[config.mk]
export PLATFORM = sky130hd
export DESIGN_NAME = uart_rx_fifo
export DESIGN_NICKNAME = d
export VERILOG_FILES = /design/src/rtl/uart_pkg.sv /design/src/rtl/sync_fifo.sv /design/src/rtl/uart_rx_fifo.sv
export SDC_FILE = /design/constraint.sdc
export NUM_CORES = 1
export LEC_CHECK = 0
export BUFFER_PORTS_ARGS = -buffer_cell sky130_fd_sc_hd__clkbuf_2
export CAP_MARGIN = 20
export CORE_ASPECT_RATIO = 1.25
export CORE_MARGIN = 2
export CORE_UTILIZATION = 40
export CTS_CLUSTER_DIAMETER = 80
export DETAILED_ROUTE_END_ITERATION = 7
export GPL_ROUTABILITY_DRIVEN = 1
export GPL_TIMING_DRIVEN = 1
export PLACE_DENSITY = 0.65
export RECOVER_POWER = 50
export SYNTH_ARGS = -nofsm -noshare
export SYNTH_HDL_FRONTEND = slang
export SYNTH_HIERARCHICAL = 1
export SYNTH_SLANG_ARGS = --single-unit
[constraint.sdc]
create_clock -name clk -period 3.9 [get_ports clk]
set_input_delay 0.39 -clock clk [delete_from_list [all_inputs] [get_ports clk]]
set_output_delay 0.39 -clock clk [all_outputs]
set_load 0.005 [all_outputs]
[src/rtl/uart_pkg.sv]
// Shared UART definitions: parity modes, receiver FSM states and the baud divisor helper.
package uart_pkg;

  localparam int PAR_NONE = 0;
  localparam int PAR_ODD  = 1;
  localparam int PAR_EVEN = 2;

  typedef enum logic [2:0] {
    ST_IDLE,
    ST_START,
    ST_DATA,
    ST_PARITY,
    ST_STOP
  } rx_state_e;

  // Rounded clk cycles per oversample tick.
  function automatic int calc_div(input int clk_freq, input int baud, input int os);
    int den;
    den = baud * os;
    return (clk_freq + den / 2) / den;
  endfunction

endpackage

[src/rtl/sync_fifo.sv]
// Registered first-word-fall-through FIFO with occupancy count.
// A write while full is accepted only when a read frees the head slot in the same cycle.
module sync_fifo #(
  parameter int WIDTH = 8,
  parameter int DEPTH = 16
) (
  input  logic                       clk,
  input  logic                       resetn,
  input  logic                       wr_en,
  input  logic [WIDTH-1:0]           wr_data,
  input  logic                       rd_en,
  output logic [WIDTH-1:0]           rd_data,
  output logic                       full,
  output logic                       empty,
  output logic [$clog2(DEPTH):0]     count
);

  localparam int PTR_W = $clog2(DEPTH);
  localparam int CNT_W = PTR_W + 1;

  logic [WIDTH-1:0] mem [DEPTH];
  logic [PTR_W-1:0] wr_ptr;
  logic [PTR_W-1:0] rd_ptr;
  logic             do_wr;
  logic             do_rd;

  assign full    = (count == CNT_W'(DEPTH));
  assign empty   = (count == '0);
  assign do_rd   = rd_en && !empty;
  assign do_wr   = wr_en && (!full || do_rd);
  assign rd_data = empty ? '0 : mem[rd_ptr];

  // NOTE: storage has no reset; only pointers and count need a known state, and
  // the empty-gated read port keeps stale contents from ever reaching the output.
  always_ff @(posedge clk) begin
    if (do_wr) mem[wr_ptr] <= wr_data;
  end

  // NOTE: all sequential state uses non-blocking assignments so every flop sees
  // pre-edge values regardless of process evaluation order.
  always_ff @(posedge clk or negedge resetn) begin
    if (!resetn) begin
      wr_ptr <= '0;
      rd_ptr <= '0;
      count  <= '0;
    end else begin
      if (do_wr) wr_ptr <= wr_ptr + 1'b1;
      if (do_rd) rd_ptr <= rd_ptr + 1'b1;
      case ({do_wr, do_rd})
        2'b10:   count <= count + 1'b1;
        2'b01:   count <= count - 1'b1;
        default: count <= count;
      endcase
    end
  end

endmodule

[src/rtl/uart_rx_fifo.sv]
// Parametrised UART receiver with majority-vote sampling, glitch-rejecting start
// detection and a FIFO-buffered valid/ready output carrying per-word error flags.
module uart_rx_fifo
  import uart_pkg::*;
#(
  parameter int CLK_FREQ   = 12_000_000,
  parameter int BAUDRATE   = 115_200,
  parameter int OVERSAMPLE = 8,
  parameter int DATA_BITS  = 8,
  parameter int PARITY     = 0,
  parameter int STOP_BITS  = 1,
  parameter int FIFO_DEPTH = 16
) (
  input  logic                          clk,
  input  logic                          resetn,
  input  logic                          rx,
  output logic [DATA_BITS-1:0]          m_data,
  output logic                          m_frame_err,
  output logic                          m_parity_err,
  output logic                          m_valid,
  input  logic                          m_ready,
  output logic [$clog2(FIFO_DEPTH):0]   fifo_count,
  output logic                          overrun,
  input  logic                          clear_overrun,
  output logic                          rx_busy
);

  localparam int DIV    = calc_div(CLK_FREQ, BAUDRATE, OVERSAMPLE);
  localparam int DIV_W  = (DIV > 1) ? $clog2(DIV) : 1;
  localparam int OS_W   = $clog2(OVERSAMPLE);
  localparam int MID    = OVERSAMPLE / 2;
  localparam int WORD_W = DATA_BITS + 2;

  if (OVERSAMPLE < 4 || (OVERSAMPLE % 2) != 0) begin : g_bad_os
    $error("uart_rx_fifo: OVERSAMPLE must be even and >= 4");
  end
  if (CLK_FREQ / (BAUDRATE * OVERSAMPLE) < 1) begin : g_bad_div
    $error("uart_rx_fifo: clock too slow for BAUDRATE*OVERSAMPLE");
  end
  if (DATA_BITS < 5 || DATA_BITS > 9 || PARITY < 0 || PARITY > 2 ||
      STOP_BITS < 1 || STOP_BITS > 2) begin : g_bad_frame
    $error("uart_rx_fifo: unsupported frame format");
  end

  rx_state_e            state_q, state_d;
  logic                 rx_meta, rx_sync, rx_prev;
  logic                 start_edge;
  logic [DIV_W-1:0]     div_cnt;
  logic [OS_W-1:0]      tick_cnt;
  logic                 tick, samp_a, samp_b, vote, bit_end;
  logic                 s0, s1, voted;
  logic [DATA_BITS-1:0] shift_q;
  logic [3:0]           bit_cnt;
  logic                 stop_cnt;
  logic                 frame_err_q, parity_err_q;
  logic                 push_now, push_q;
  logic [WORD_W-1:0]    push_word_q, head_word;
  logic                 fifo_full, fifo_empty, pop, drop;

  // Synchroniser plus edge register; all idle-high so reset never looks like a start.
  always_ff @(posedge clk or negedge resetn) begin
    if (!resetn) begin
      rx_meta <= 1'b1;
      rx_sync <= 1'b1;
      rx_prev <= 1'b1;
    end else begin
      rx_meta <= rx;
      rx_sync <= rx_meta;
      rx_prev <= rx_sync;
    end
  end

  assign start_edge = rx_prev && !rx_sync;

  // Tick generator is held at zero in IDLE, so every frame starts phase-aligned to its edge.
  always_ff @(posedge clk or negedge resetn) begin
    if (!resetn) begin
      div_cnt  <= '0;
      tick_cnt <= '0;
    end else if (state_q == ST_IDLE) begin
      div_cnt  <= '0;
      tick_cnt <= '0;
    end else if (tick) begin
      div_cnt  <= '0;
      tick_cnt <= (tick_cnt == OS_W'(OVERSAMPLE - 1)) ? '0 : tick_cnt + 1'b1;
    end else begin
      div_cnt  <= div_cnt + 1'b1;
    end
  end

  assign tick    = (div_cnt == DIV_W'(DIV - 1));
  assign samp_a  = tick && (tick_cnt == OS_W'(MID - 1));
  assign samp_b  = tick && (tick_cnt == OS_W'(MID));
  assign vote    = tick && (tick_cnt == OS_W'(MID + 1));
  assign bit_end = tick && (tick_cnt == OS_W'(OVERSAMPLE - 1));
  assign voted   = (s0 & s1) | (s0 & rx_sync) | (s1 & rx_sync);

  always_ff @(posedge clk or negedge resetn) begin
    if (!resetn) state_q <= ST_IDLE;
    else         state_q <= state_d;
  end

  // NOTE: every output of this block gets a default first, so no path can infer a latch.
  always_comb begin
    state_d  = state_q;
    push_now = 1'b0;
    unique case (state_q)
      ST_IDLE:   if (start_edge) state_d = ST_START;
      ST_START: begin
        if (vote && voted) state_d = ST_IDLE;
        else if (bit_end)  state_d = ST_DATA;
      end
      ST_DATA: begin
        if (bit_end && bit_cnt == 4'(DATA_BITS - 1))
          state_d = (PARITY != PAR_NONE) ? ST_PARITY : ST_STOP;
      end
      ST_PARITY: if (bit_end) state_d = ST_STOP;
      ST_STOP: begin
        // Leaving at mid-bit leaves half a bit to catch a back-to-back start edge.
        if (vote && stop_cnt == 1'(STOP_BITS - 1)) begin
          state_d  = ST_IDLE;
          push_now = 1'b1;
        end
      end
      default:   state_d = ST_IDLE;
    endcase
  end

  always_ff @(posedge clk or negedge resetn) begin
    if (!resetn) begin
      s0           <= 1'b1;
      s1           <= 1'b1;
      shift_q      <= '0;
      bit_cnt      <= '0;
      stop_cnt     <= 1'b0;
      frame_err_q  <= 1'b0;
      parity_err_q <= 1'b0;
      push_q       <= 1'b0;
      push_word_q  <= '0;
    end else begin
      push_q <= push_now;
      if (push_now) push_word_q <= {frame_err_q | ~voted, parity_err_q, shift_q};
      if (samp_a) s0 <= rx_sync;
      if (samp_b) s1 <= rx_sync;
      unique case (state_q)
        ST_IDLE: begin
          bit_cnt      <= '0;
          stop_cnt     <= 1'b0;
          frame_err_q  <= 1'b0;
          parity_err_q <= 1'b0;
        end
        ST_DATA: begin
          if (vote)    shift_q <= {voted, shift_q[DATA_BITS-1:1]};
          if (bit_end) bit_cnt <= bit_cnt + 1'b1;
        end
        ST_PARITY: begin
          // Odd mode expects data+parity to XOR to 1, even mode to 0.
          if (vote) parity_err_q <= (PARITY == PAR_ODD) ? ~(^shift_q ^ voted) : (^shift_q ^ voted);
        end
        ST_STOP: begin
          if (vote && !voted) frame_err_q <= 1'b1;
          if (bit_end)        stop_cnt    <= 1'b1;
        end
        default: ;
      endcase
    end
  end

  assign pop  = m_valid && m_ready;
  assign drop = push_q && fifo_full && !pop;

  // A drop in the same cycle as clear_overrun keeps the flag set.
  always_ff @(posedge clk or negedge resetn) begin
    if (!resetn)            overrun <= 1'b0;
    else if (drop)          overrun <= 1'b1;
    else if (clear_overrun) overrun <= 1'b0;
  end

  sync_fifo #(
    .WIDTH (WORD_W),
    .DEPTH (FIFO_DEPTH)
  ) u_fifo (
    .clk     (clk),
    .resetn  (resetn),
    .wr_en   (push_q),
    .wr_data (push_word_q),
    .rd_en   (pop),
    .rd_data (head_word),
    .full    (fifo_full),
    .empty   (fifo_empty),
    .count   (fifo_count)
  );

  assign {m_frame_err, m_parity_err, m_data} = head_word;
  assign m_valid = !fifo_empty;
  assign rx_busy = (state_q != ST_IDLE);

endmodule

==> results of run 1 <==
-- cell usage after synthesis (all sizes together), types with 15 or more instances --
cell and count:
nor2 18, dfrtp 50, mux4 40, buf 16
o21ai 15, ha 16, xnor2 15, inv 20
mux2 35, edfxtp 160, a21oi 18
-- cells by family (layout without fill, tap and decap cells) --
| group | count (synthesis) | count (layout) | share of synthesized area |
|---|---|---|---|
| muxes | 87 | 87 | 0.161 |
| xor gates and xnor gates | 18 | 18 | 0.0189 |
| DFF | 215 | 215 | 0.681 |
| and+or+nand+nor | 85 | 85 | 0.0544 |
| AOI/OAI and AO/OA | 50 | 50 | 0.0350 |
| adders and majority gates | 18 | 18 | 0.0253 |
| buffers and inverters | 42 | 95 | 0.0244 |
-- worst max-delay path, delay by kind of cell, from the launching register on --
| family | cells | cell delay, ns |
|---|---|---|
| multiplexers | 2 | 0.78 |
| buffers and inverters | 2 | 0.47 |
| AO/OA/AOI/OAI | 2 | 0.20 |
| flip-flops | 1 | 0.85 |
-- layer usage --
metal / up-vias / track usage
li1: 2078 / -
met1: 2351 / 0.175
met2: 100 / 0.269
met3: 26 / 0.0277
met4: 0 / 0.0492
met5: - / 0
-- flip-flops by register name, indices dropped and copies added, names as in the netlist --
name	cells
u_fifo/mem	160
push_word_q	10
shift_q	8
u_fifo/count	5
bit_cnt	4
div_cnt	4
u_fifo/rd_ptr	4
u_fifo/wr_ptr	4
state_q	3
tick_cnt	3
frame_err_q	1
overrun	1
parity_err_q	1
push_q	1
rx_meta	1
rx_prev	1
rx_sync	1
s0	1
s1	1
stop_cnt	1
-- path summary, 6_finish.rpt --
path | startpoint | endpoint | cells past startpoint
min in group asynchronous | resetn | div_cnt[1] | 2
setup reg to reg | u_fifo/count[1] | u_fifo/mem[5][5] | 8
hold / removal | clear_overrun | overrun | 2
hold reg to reg | rx_meta | rx_sync | 0
setup / recovery | u_fifo/rd_ptr[1] | m_data[2] | 6
max in group asynchronous | resetn | u_fifo/rd_ptr[0] | 3
-- metrics by stage --
stage	hold slack, ns	util	area, um^2
after floorplan	0.0944	-	9080
after global placement	0.347	0.428	9530
after detailed placement	0.347	0.428	9530
after CTS	0.0676	0.461	10300
after global routing	0.0732	0.461	10300
final	0.0871	0.461	10300
-- report_power, final --
group / total, mW / internal [mW] / switching (mW)
Sequential: 2.84 / 2.52 / 0.323
Clock: 2.11 / 1.28 / 0.835
Combinational: 0.880 / 0.487 / 0.393
Total: 5.83 / 4.28 / 1.55
-- final cells by class --
type                       count  area, um^2  share of cell area
sequential                   215        6190               0.602
timing repair buffer          38         228              0.0222
clock buffer                  26         587              0.0571
inverter                      20        75.1             0.00731
tap                          283         354              0.0345
clock inverter                11         144              0.0140
multi-input combinational    258        2700               0.263
==> flow_summary.ini, run 1 <==
[run_status]
outcome = finished with violations
violations = max-capacitance violations, max-slew violations

[grt]
wire_length_of_the_first_global_routing_pass_um = 27300
gr-usage-all-layers = 0.147
first_global_vias = 4925
grt_total_ovfl = 0
grt_antenna_before_repair = 0
maximum_number_of_pins_on_one_net_before_global_route_repair = 34

[sta]
final_max_slew_viols = 33
setup_violations = 0
setup_slack_ns = 0.694
final.setup.tns_ns = 0
final_hold_violation_count = 0
skew_ns = 0.0126
worstMarginPinSlew_ns = 1.67
fmaxAchievable_ghz = 0.312
period_needed_ns = 3.21
slew_headroom = -0.113
fin_crit_sh = 0.822
rsz0062_at_grt = false

[routing]
drtIter0Drc = 339
routed_via_density = 5.35
wl_per_cell_um = 20.1
routed_vias = 4555
routed_wirelength_um = 17100
dr_wl_met3_um = 821
uppermost_layer_routed = met4
iteration_count_of_the_initial_detailed_routing_pass = 4
detail_route.wirelength.met1_um = 6750
ant_nets = 0
post-route-drc-count = 0
wl_met2_um = 9140

[critical_path]
timing.critical_path.slowest_cell_delay_ns = 0.85
worst-path-max-fanout = 23
worstPathRequired_ns = 3.51
cp_slowest_cell = sky130_fd_sc_hd__dfrtp_2
ordered_cell_list_for_the_critical_path = buf_4 > mux4_2 > mux2_2 > o21ai_1 > a21oi_1 > clkbuf_2
reg2reg_setup_slack_ns = 0.75
setup.worst_path.start_class = flip-flop
critical_path_arrival_ns = 2.82
setup.worst_path.end_class = output pin
criticalPathCategory = flip-flop to output pin

[floorplan]
row_count = 61
initial_utilization = 0.408
design.core.area_um2 = 22300
io_pins = 23
fp.dieW_um = 139
die_area_um2 = 23900
chipHeight_um = 172

[logic_synthesis]
postSynthAreaPerCell_um2 = 17.6
seq_area_frac_synth = 0.681
yosysTopAreaCell = sky130_fd_sc_hd__edfxtp_1
synth_cell_types = 61
async_set_reset_flop_share_out_of_synthesis = 0.256
synth_area_leaders = sky130_fd_sc_hd__edfxtp_1 (53%), sky130_fd_sc_hd__dfrtp_1 (14%), sky130_fd_sc_hd__mux4_2 (9.4%), sky130_fd_sc_hd__mux2_2 (2.7%), sky130_fd_sc_hd__ha_1 (2.2%)
yosys_register_bits = 215
synthesis.yosys.warnings = 6
synth_edf_count = 160
synth_nets = 537
synth.cell_area_um2 = 9080
synth_flop_cell = sky130_fd_sc_hd__edfxtp_1
postSynthCellCount = 515
synth_top_area_frac = 0.529

[final_layout]
finalNetCount = 577
synthToLayoutAreaGrowth_pct = 13.1
commonest_non_fill_non_tap_cell_in_the_layout = sky130_fd_sc_hd__edfxtp_1
fillers = 1905
mostFrequentLayoutCells = sky130_fd_sc_hd__edfxtp_1 (160), sky130_fd_sc_hd__dfrtp_1 (48), sky130_fd_sc_hd__mux4_2 (38)
finalNonFillerCells = 851
layout-drive-gt1-share = 0.278
antenna_cells_inserted = 0

[place]
quantity_of_i_o_buffers_inserted_on_ports = 22
placement.setup.worst_slack_ns = 0.747
hpwlAfterDp_um = 11500
gp_routability_congestion = 0.831
dpl.cell_count = 812

[clock_network]
cts.repair.resized = 0
cts_sinks = 215
clock_insertion_delay_worst_skew_ns = 0.50
numCtsBuffers = 22
htree_levels = 1
cts_tree = built
number_of_setup_buffers_added_after_cts = 0
clock-root-buffer = sky130_fd_sc_hd__clkbuf_16
worst_setup_hold_path_clk_slew_ns = 0.06
cts-hold-fix-buffers = 2
maximum_number_of_buffers_from_clock_root_to_sink = 3

[worst_hold_path]
worst_hold_path_type = input pin to flip-flop

[power_and_ir_drop]
max-vdd-ir-drop_mv = 0.297
power_density_nw_per_um2 = 567
power.leakage_nw = 4.18
post-layout-total-power_mw = 5.83

[flow_run]
cap_violations = 1
Power figures use the tool's default switching activity.
==> run 2: changes to the inputs <==
==> constraint.sdc (replaced) <==
create_clock -name clk -period 3 [get_ports clk]
set_input_delay 0.3 -clock clk [delete_from_list [all_inputs] [get_ports clk]]
set_output_delay 0.3 -clock clk [all_outputs]
set_load 0.005 [all_outputs]
==> run 2 against run 1 <==
  * The flow still finishes with violations (max-capacitance violations, max-slew violations)
  * Cell count increased by 0.71%
  * Register-to-register slack worse by 0.51 ns
  * Non-clock buffer count rose by 3
  * Via count is 0.26% lower
  * Utilization up 0.13 points
  * Global-route usage decreased by 0.077 points
  * Die area unchanged
  * Worst setup slack got worse by 0.52 ns
==> flow_summary.ini, run 2 (synthesized netlist as in run 1, its figures left out) <==
[clock_network]
clock-root-buffer = sky130_fd_sc_hd__clkbuf_16
numCtsBuffers = 22
htree_levels = 1
maximum_number_of_buffers_from_clock_root_to_sink = 3
cts_tree = built
clock_insertion_delay_worst_skew_ns = 0.50
cts_sinks = 215
worst_setup_hold_path_clk_slew_ns = 0.06

[critical_path]
timing.critical_path.to = m_frame_err
worstReg2RegEnd = u_fifo/count[4]
cp_slowest_cell = sky130_fd_sc_hd__dfrtp_4
timing.critical_path.slowest_cell_delay_ns = 0.63
critPathTopFamily = multiplexers
path_depth = 6
setup.worst_path.end_class = output pin
worst_r2r_path_depth = 12
criticalPathCategory = flip-flop to output pin
rr_startpoint = u_fifo/count[1]
cp.buffers_inverters = 2
setup.worst_path.start_class = flip-flop
ordered_cell_list_for_the_critical_path = buf_16 > mux4_2 > mux2_2 > o21ai_1 > a21oi_1 > clkbuf_2
critical_path_arrival_ns = 2.52
worstPathRequired_ns = 2.70
critical_path.startpoint = u_fifo/rd_ptr[1]
reg2reg_setup_slack_ns = 0.24
worst-path-max-fanout = 14

[routing]
ant_nets = 0
post-route-drc-count = 0
wl_per_cell_um = 20.2
routed_wirelength_um = 17300
drtIter0Drc = 288
routed_via_density = 5.30
routed_vias = 4543
iteration_count_of_the_initial_detailed_routing_pass = 4

[sta]
setup_violations = 0
final.setup.tns_ns = 0
slew_headroom = -0.364
fin_crit_sh = 0.941
worstMarginPinSlew_ns = 2.05
fmaxAchievable_ghz = 0.354
rsz0062_at_grt = false
final_max_slew_viols = 38
final_hold_violation_count = 0
skew_ns = 0.0136
setup_slack_ns = 0.178
period_needed_ns = 2.82

[final_layout]
multiInputGateArea_um2 = 2700
finalNonFillerCells = 857
ff_latch_area_um2 = 6190
mostFrequentLayoutCells = sky130_fd_sc_hd__edfxtp_1 (160), sky130_fd_sc_hd__dfrtp_1 (48), sky130_fd_sc_hd__mux4_2 (38)
fillers = 1922
finalNetCount = 580
layout-drive-gt1-share = 0.274
largest_registers = u_fifo/mem x160, push_word_q x10, shift_q x8
registers.top_by_ff_count = u_fifo/mem
max_ffs_per_register = 160
commonest_non_fill_non_tap_cell_in_the_layout = sky130_fd_sc_hd__edfxtp_1
synthToLayoutAreaGrowth_pct = 13.5
antenna_cells_inserted = 0

[grt]
first_global_vias = 4826
wire_length_of_the_first_global_routing_pass_um = 27300
grt_total_ovfl = 0
maximum_number_of_pins_on_one_net_before_global_route_repair = 38
grt_antenna_before_repair = 0
gr-usage-all-layers = 0.146

[worst_hold_path]
worst_hold_path_type = input pin to flip-flop

[place]
hpwlAfterDp_um = 11200
placement.setup.worst_slack_ns = 0.324
quantity_of_i_o_buffers_inserted_on_ports = 22
gp_routability_congestion = 0.829
dpl.cell_count = 812

[power_and_ir_drop]
max-vdd-ir-drop_mv = 0.439
power.leakage_nw = 4.19
power_density_nw_per_um2 = 743

[run_status]
outcome = finished with violations
violations = max-capacitance violations, max-slew violations

[flow_run]
cap_violations = 1

[floorplan]
chipHeight_um = 172
io_pins = 23
fp.dieW_um = 139
initial_utilization = 0.408
die_area_um2 = 23900
row_count = 61
design.core.area_um2 = 22300
run 2: changes by cell type in the layout (fill, tap and decap cells not counted), moves of 2 or more:
cell                         change
sky130_fd_sc_hd__clkinvlp_4      -2
sky130_fd_sc_hd__clkbuf_2        -2
sky130_fd_sc_hd__clkbuf_8        +2
sky130_fd_sc_hd__clkbuf_1        +6
sky130_fd_sc_hd__clkinv_2        +2
run 2: worst min path at each step:
stage                        from         end  slack, ns  cells past startpoint
final                     m_ready     overrun       0.33                      4
after global routing      rx_meta     rx_sync       0.37                      0
after CTS                 m_ready     overrun       0.31                      4
after detailed placement  rx_meta     rx_sync       0.35                      0
after global placement    rx_meta     rx_sync       0.35                      0
after floorplan            resetn  bit_cnt[0]      0.004                      0
run 2: worst register-to-register path: cells and delay by family (launching register included):
family / cells / cell delay [ns]
AOI/OAI and AO/OA: 3 / 0.66
buffers and inverters: 3 / 0.35
adders and majority gates: 1 / 0.35
DFF: 1 / 0.45
and+or+nand+nor: 5 / 0.86
run 2: layout make-up:
cell class                      count  area share
Clock buffer                       32      0.0614
Clock inverter                      8     0.00862
Inverter                           20     0.00729
Multi-Input combinational cell    258       0.262
Sequential cell                   215       0.601
Tap cell                          283      0.0344
Timing Repair Buffer               41      0.0255
run 2: what timing repair did:
| action | 4_1_cts | 5_1_grt |
|---|---|---|
| resized for setup | 1 | 0 |
| setup endpoints to repair | 10 | 4 |
| hold endpoints to repair | 32 | 0 |
| setup buffers | 0 | 1 |
| hold buffers | 3 | 0 |
run 2: per-stage QoR:
step,power [mW],area [um^2],hold WS [ns],util
after CTS,7.70,10300,0.314,0.462
after global placement,4.92,9530,0.347,0.428
after detailed placement,4.98,9530,0.348,0.428
after floorplan,4.57,9080,0.00441,-
final,7.65,10300,0.332,0.462
after global routing,7.99,10300,0.365,0.462
run 2: routing by layer:
metal	track usage	routed length, um	vias to the layer above
met4	0.0391	311	0
met5	0	0	-
met1	0.177	7130	2364
met3	0.0241	599	30
li1	-	-	2087
met2	0.272	9290	62
run 2: power breakdown:
group / switching [mW] / leakage, nW / total [mW] / internal [mW]
clock: 1.07 / 0.359 / 2.71 / 1.64
sequential: 0.226 / 2.57 / 3.51 / 3.28
combinational: 0.772 / 1.26 / 1.44 / 0.666
